File: config.mk
export PLATFORM = sky130hd
export DESIGN_NAME = hash_block_packer
export DESIGN_NICKNAME = d
export VERILOG_FILES = /design/src/rtl/hash_autotest_pkg.sv /design/src/rtl/edge_detector.sv /design/src/rtl/hash_block_packer.sv
export SDC_FILE = /design/constraint.sdc
export NUM_CORES = 2
export LEC_CHECK = 0
export BUFFER_PORTS_ARGS = -buffer_cell sky130_fd_sc_hd__buf_2
export CAP_MARGIN = 10
export CORE_MARGIN = 10
export CORE_UTILIZATION = 63
export CTS_CLUSTER_DIAMETER = 200
export DETAILED_ROUTE_END_ITERATION = 10
export PLACE_DENSITY = 0.76
export SETUP_SLACK_MARGIN = 0.3
export SYNTH_ARGS = -nofsm -noshare
export SYNTH_HDL_FRONTEND = slang
export SYNTH_SLANG_ARGS = --single-unit
File: constraint.sdc
create_clock -name clk -period 9.9 [get_ports clk]
set_input_delay 1.98 -clock clk [delete_from_list [all_inputs] [get_ports clk]]
set_output_delay 1.98 -clock clk [all_outputs]
set_load 0.01 [all_outputs]
File: src/rtl/hash_autotest_pkg.sv
// Shared types and default geometry for the hash autotest write-back path.
package hash_autotest_pkg;
  localparam int PKG_HASH_WIDTH  = 128;
  localparam int PKG_BLOCK_BYTES = 512;
  localparam int HASH_BYTES      = PKG_HASH_WIDTH / 8;
  localparam int SLOTS           = PKG_BLOCK_BYTES / HASH_BYTES;
  localparam int BYTE_CNT_W      = $clog2(PKG_BLOCK_BYTES);
  localparam int SLOT_W          = $clog2(SLOTS) + 1;

  typedef enum logic {FILL, DRAIN} packer_state_t;
endpackage

File: src/rtl/edge_detector.sv
// 1-bit rising-edge detector with synchronous reset; a level already high
// when reset is released is not reported until it has been seen low.
module edge_detector (
  input  logic clk,
  input  logic rst,
  input  logic sig,
  output logic rise
);
  logic q;
  logic armed;

  always_ff @(posedge clk) begin
    if (rst) begin
      q     <= 1'b0;
      armed <= 1'b0;
    end else begin
      q     <= sig;
      armed <= armed | ~sig;
    end
  end

  assign rise = sig & ~q & armed;
endmodule

File: src/rtl/hash_block_packer.sv
// Packs captured digests into SD-sized blocks and streams them out one byte
// per valid/ready transfer, zero-padding blocks that are flushed early.
module hash_block_packer
  import hash_autotest_pkg::*;
#(
  parameter int HASH_WIDTH  = PKG_HASH_WIDTH,
  parameter int BLOCK_BYTES = PKG_BLOCK_BYTES
) (
  input  logic                                                 clk,
  input  logic                                                 rst,
  input  logic                                                 end_i,
  input  logic [HASH_WIDTH-1:0]                                hash_i,
  input  logic                                                 flush_i,
  output logic [7:0]                                           data_o,
  output logic                                                 valid_o,
  input  logic                                                 ready_i,
  output logic                                                 last_o,
  output logic                                                 overflow_o,
  output logic [15:0]                                          blocks_o,
  output logic [$clog2(BLOCK_BYTES/(HASH_WIDTH/8)):0]          slots_o
);
  localparam int HB = HASH_WIDTH / 8;
  localparam int NS = BLOCK_BYTES / HB;
  localparam int BW = $clog2(BLOCK_BYTES);
  localparam int SW = $clog2(NS) + 1;
  localparam int LW = $clog2(HB);
  localparam int IW = BW - LW;

  packer_state_t         state;
  logic [BW-1:0]         b;
  logic [HASH_WIDTH-1:0] mem [NS];

  logic                  capture;
  logic                  full;
  logic                  store;
  logic                  drop;
  logic [IW-1:0]         rd_slot;
  logic [LW-1:0]         rd_byte;
  logic [HASH_WIDTH-1:0] rd_word;
  logic [7:0]            rd_data;
  logic                  padded;

  edge_detector u_end_edge (
    .clk  (clk),
    .rst  (rst),
    .sig  (end_i),
    .rise (capture)
  );

  // The cycle where slots_o has just reached NS already belongs to the drain.
  assign full  = (slots_o == SW'(NS));
  assign store = capture && (state == FILL) && !full;
  assign drop  = capture && ((state == DRAIN) || full);

  assign rd_slot = b[BW-1:LW];
  assign rd_byte = b[LW-1:0];
  assign rd_word = mem[rd_slot];
  assign rd_data = rd_word[(HB-1-int'(rd_byte))*8 +: 8];
  assign padded  = (SW'(rd_slot) >= slots_o);

  assign data_o = (valid_o && !padded) ? rd_data : 8'h00;
  assign last_o = valid_o && (b == BW'(BLOCK_BYTES-1));

  always_ff @(posedge clk) begin
    if (store) mem[slots_o[IW-1:0]] <= hash_i;
  end

  always_ff @(posedge clk) begin
    if (rst) begin
      state      <= FILL;
      slots_o    <= '0;
      b          <= '0;
      valid_o    <= 1'b0;
      overflow_o <= 1'b0;
      blocks_o   <= '0;
    end else begin
      if (drop) overflow_o <= 1'b1;
      case (state)
        FILL: begin
          if (store) slots_o <= slots_o + SW'(1);
          if (full || (flush_i && slots_o != '0)) begin
            state   <= DRAIN;
            valid_o <= 1'b1;
            b       <= '0;
          end
        end
        DRAIN: begin
          if (ready_i) begin
            if (b == BW'(BLOCK_BYTES-1)) begin
              state    <= FILL;
              valid_o  <= 1'b0;
              slots_o  <= '0;
              b        <= '0;
              blocks_o <= blocks_o + 16'd1;
            end else begin
              b <= b + BW'(1);
            end
          end
        end
        default: state <= FILL;
      endcase
    end
  end
endmodule

Yosys cells after proc, flatten, opt, wreduce, memory -nomap -nowiden
Memories as Yosys holds them, arrays and structs flattened. A register that Yosys moved wholly into a read port is not among the register bits.
Index checks and enable logic that the tools add are counted.
W data, S select, Z words.
{"block": "totals", "reg_bits": 36, "mem_bits_rw": 4096, "wordCells": 63, "n_memories": 1}
{"block": "classes", "add_sub_neg": 4, "n_lt_le_gt_ge": 1, "n_eq_ne": 6, "shifts": 1, "mux": 21, "n_bitwise": 6, "n_reduce_logical": 15}
{"name": "mem", "words": 32, "width": 128, "rd": 1, "rd_clocked_by_memory_dff": 1, "wr": 1, "line": "hash_block_packer.sv:31", "rtl": "logic [HASH_WIDTH-1:0] mem [NS];"}
{"operator": "$shiftx A128 B8 Y8", "count": 1}
{"operator": "$mux W9", "count": 3}
{"operator": "$mux W6", "count": 3}
{"operator": "$pmux W9 S2", "count": 1}
{"operator": "$add A16 B1 Y16 const B", "count": 1}
{"operator": "$pmux W6 S2", "count": 1}
{"operator": "$mux W5", "count": 2}
{"operator": "$add A9 B1 Y9 const B", "count": 1}
{"operator": "$eq A9 B9 Y1 const B", "count": 1}
{"operator": "$reduce_and A3 Y1", "count": 3}
{"operator": "$mux W1", "count": 8}
{"operator": "$mux W8", "count": 1}
{"operator": "$add A6 B1 Y6 const B", "count": 1}
{"operator": "$eq A6 B6 Y1 const B", "count": 1}
{"operator": "$ge A5 B6 Y1", "count": 1}
{"operator": "$logic_and A1 B1 Y1", "count": 6}
{"operator": "$reduce_bool A6 Y1", "count": 1}
{"operator": "$sub A4 B4 Y5 const A", "count": 1}
{"operator": "$ne A2 B1 Y1 const B", "count": 2}
{"operator": "$ne A2 B2 Y1 const B", "count": 2}
{"operator": "$pmux W1 S2", "count": 2}
{"operator": "$not A1 Y1", "count": 3}
{"operator": "$and A1 B1 Y1", "count": 2}
{"operator": "$logic_not A1 Y1", "count": 2}
{"operator": "other kinds (3)", "count": 4}

Depth between registers and ports, before layout
{"block": "depth", "ltp_word": 7, "depth_mapped": 13, "ltp_nobuf": 10}

Modules after synthesis
Synthesis repeated with hierarchy kept, for this count alone.
{"block": "unflattened", "hier_cells": 7067, "hier_area_um2": 158488.3}
{"module": "hash_block_packer", "instances": 1, "cells_each": 7060, "area_per_inst_um2": 158425.7, "seq_area_each_um2": 123778.7}
{"module": "edge_detector", "instances": 1, "cells_each": 7, "area_per_inst_um2": 62.6, "seq_area_each_um2": 40.0}

Least setup slack after synthesis
OpenSTA, ideal clock, no wires.
{"block": "synth_timing", "kind": "input to register", "start": "in end_i", "end": "mem mem[15][0] (netlist name), enable pin", "arrival_ps": 8125, "required_ps": 9281, "slack_ps": 1156, "path_stages": 4, "cell_sequence": "nand3b_1 > a211oi_2 > nand2_1 > nor2_1"}
{"block": "synth_via", "elab_chain_cells": 6}
{"element": "from (decl)", "line": "hash_block_packer.sv:11", "rtl": "input logic end_i,"}
{"element": "$and A1 B1 Y1 (2 in a row)", "line": "edge_detector.sv:22", "rtl": "assign rise = sig & ~q & armed;"}
{"element": "$logic_and A1 B1 Y1 (2 in a row)", "line": "hash_block_packer.sv:52", "rtl": "assign store = capture && (state == FILL) && !full;"}
{"element": "$mux W1", "line": "hash_block_packer.sv:65", "rtl": "if (store) mem[slots_o[IW-1:0]] <= hash_i;"}
{"element": "$mux W1 (implied by the code)", "line": "hash_block_packer.sv:65"}
{"element": "to (decl)", "line": "hash_block_packer.sv:31"}
Every way passes these cells.

==> flow_summary_export.csv <==
group,metric,value,unit
die,std_cell_rows,183,
die,pin_count,166,
sta,post-route-period-util,81.8,%
die,die_area,0.271,mm2
yosys,synthCells,7480,
clocking,clk-insertion-delay-late,1000,ps
clocking,cts_root_buf,"clkbuf_16",
routing,routed_wl,421000,um
clocking,cts_tree,"yes",
sta,tightestPinTransition,1270,ps
clocking,cts.path.max_buffers,4,
routing,wire_per_inst,36.8,um
placed_design,dp_hpwl,207000,um
yosys,yosysMostFrequentCell,"edfxtp_1",
yosys,synth_area,0.158,mm2
setup_path,slowest_delay,910,ps
sta,setup_viol,0,
yosys,synthTopCellsByArea,"edfxtp_1 78%, mux4_2 8.8%, mux2i_1 5.5%",
grt,grt_pass1_wl,602000,um
cells_and_area,layout.cells.non_filler,11500,
grt,antenna_found_initial,65,
setup_path,critPathArrivalTime,6120,ps
outcome,status,"complete, no violations",
flow_run,drv_cap,0,
cells_and_area,area_growth,11.0,%
routing,detail-route-antenna-nets,0,
sta,setup-tns-final,0,ps
setup_path,reg2regPathDepth,8,
routing,vias,82200,
sta,fmax,0.123,GHz
cells_and_area,fin_nets,7945,
clocking,cts_max_level,5,
die,die_y,521,um
setup_path,end_kind,"output pin",
setup_path,path_max_fanout,110,
yosys,syn_avg_cell_area,21.1,um2
sta,finalHoldViolCount,0,
yosys,synth_cell_types,67,
cells_and_area,utilization,70.4,%
routing,viasPerCell,7.17,
placed_design,placed_area,0.163,mm2
clocking,clk_pin_slew,60,ps
die,die_w,521,um
setup_path,critPathKind,"reg -> out",
grt,grt_max_degree,139,
yosys,synth_edf_count,4096,
yosys,ys_seq_elements,4137,
sta,rsz0062_at_grt,"no",
die,initial_core_util,63.5,%
setup_path,cpMaxStageDelayCell,"dfxtp_4",
setup_path,cp.required,7920,ps
power,power_density,197,mW/mm2
setup_path,start_kind,"register",
sta,slew_viol_final,0,
yosys,synth_ff_type,"edfxtp_1",
min_path,whs_path_depth,2,
yosys,synth_top_area_share,77.8,%
yosys,ys_seq_area_share,78.3,%
clocking,cts_made_buffers,408,
grt,grtUsageTotal,30.9,%
routing,drc,0,
yosys,yosysTopAreaCell,"edfxtp_1",
yosys,yosys_warnings,0,
placed_design,portBuffers,165,
yosys,async_flop_share,0,%
yosys,synthesis.nets,7625,
yosys,synth_common_cells,"4096 x edfxtp_1, 873 x mux2i_1, 617 x mux4_2, 266 x o22ai_1, 174 x a22oi_1",
routing,firstDrtPassIters,8,
grt,overflow,0,
die,core,0.249,mm2
placed_design,placedCellCount,10700,
clocking,cts_hold_repair.buffers,0,
power,power_leakage,52.2,nW
clocking,cts_sinks,4137,
setup_path,path_cells,"buf_12 -> buf_4 -> mux2i_1 -> a221oi_1 -> a211oi_1 -> a2111oi_2 -> nand4_1 -> nor4_1 -> a31o_1 -> buf_2",
sta,worst_slew_margin_rel,14.3,%
clocking,cts_resized,0,
routing,first_iter_violations,12900,
power,vdd_drop_max,0.219,mV
sta,fin_skew,61.7,ps
min_path,hold_path.class,"reg -> reg",
placed_design,gp_congestion,0.817,
sta,post-route-min-period,8100,ps
cells_and_area,final_area,0.175,mm2
clocking,cts_setup_buffers,0,
cells_and_area,drive_above_1_share,19.7,%
grt,grt_pass1_vias,83000,
[metal layers]
layer | global-route usage (%) | vias to the layer above | wire, um
met5 | 0 | - | 261
met4 | 12.2 | 40 | 17800
met3 | 8.07 | 1016 | 58200
met2 | 47.5 | 6513 | 198000
met1 | 42.9 | 42500 | 147000
li1 | - | 32100 | -
[where the power goes]
| group | switching (mW) | total, mW | internal, mW |
|---|---|---|---|
| sequential | 0.00831 | 19.3 | 19.3 |
| clock | 6.37 | 14.9 | 8.51 |
| combinational | 0.306 | 0.361 | 0.0545 |
[cell usage in the layout (no fill, tap or decap), types with 29 or more instances in the layout]
| cell | Yosys | layout |
|---|---|---|
| clkbuf_1 | 146 | 75 |
| o211ai_1 | 30 | 30 |
| nand2_1 | 45 | 44 |
| mux4_2 | 617 | 617 |
| nor3_1 | 49 | 45 |
| edfxtp_1 | 4096 | 4096 |
| nand4_1 | 32 | 32 |
| clkbuf_16 | 0 | 411 |
| a21oi_1 | 78 | 78 |
| o21ai_0 | 106 | 106 |
| clkinv_1 | 1 | 86 |
| a22oi_1 | 174 | 174 |
| nand3_1 | 99 | 98 |
| buf_2 | 91 | 166 |
| bufinv_16 | 0 | 36 |
| dfxtp_1 | 41 | 36 |
| nor2_1 | 168 | 131 |
| nor2_4 | 0 | 38 |
| buf_4 | 90 | 129 |
| clkinv_2 | 0 | 88 |
| mux2i_1 | 873 | 873 |
| buf_12 | 1 | 46 |
| a211oi_1 | 39 | 35 |
| a221oi_1 | 124 | 124 |
| o22ai_1 | 266 | 266 |
| o221ai_1 | 29 | 29 |
[worst max-delay path: cells and delay by family, from the launching register on]
family,cells,cell delay [ps]
AND/OR/NAND/NOR,2,1320
flip-flops,1,910
multiplexers,1,160
buffers and inverters,3,1270
AO/OA/AOI/OAI,4,1160
[final cells by class]
cell class / count / area (um2)
Sequential cell: 4137 / 124000
Fill cell: 14400 / 73700
Multi-Input combinational cell: 2899 / 31900
Clock buffer: 486 / 10600
Tap cell: 3330 / 4170
Timing Repair Buffer: 341 / 2720
Clock inverter: 230 / 2070
Antenna cell: 21 / 52.6
Inverter: 13 / 50.0
[path summary, 6_finish.rpt]
kind                               start                           to  slack, ps
max                             register                    data_o[7]       1800
min          u_end_edge.armed$_SDFF_PP0_  u_end_edge.armed$_SDFF_PP0_        450
max reg2reg      slots_o[0]$_SDFFE_PP0P_        mem[14][85]$_DFFE_PP_       4940
min reg2reg  u_end_edge.armed$_SDFF_PP0_  u_end_edge.armed$_SDFF_PP0_        450
[logic make-up after synthesis]
logic type	Yosys count	share of synthesized area, %
AO/OA/AOI/OAI	885	3.86
XOR/XNOR	23	0.127
adder cells (fa/ha/maj)	12	0.0950
buffers and inverters	444	1.73
flip-flops	4137	78.3
multiplexers	1491	14.3
AND/OR/NAND/NOR	488	1.53
[flip-flops by register name, summed over array words and instances, names as in the netlist, named ones only]
signal	cells
u_end_edge.armed	1
slots_o	6
state	1
b	9
valid_o	1
u_end_edge.q	1
mem	4096
blocks_o	16
overflow_o	1
[per-stage QoR]
| step | hold WS, ps | power [mW] | worst slack, ps |
|---|---|---|---|
| final | 449 | 34.5 | 1800 |
| after floorplan | 430 | 19.7 | 1160 |
| after CTS | 453 | 34.6 | 1750 |
| after detailed placement | 443 | 20.0 | 2870 |
| after global routing | 467 | 35.3 | 1670 |
| after global placement | 437 | 20.0 | 2840 |
Power figures use the tool's default switching activity.
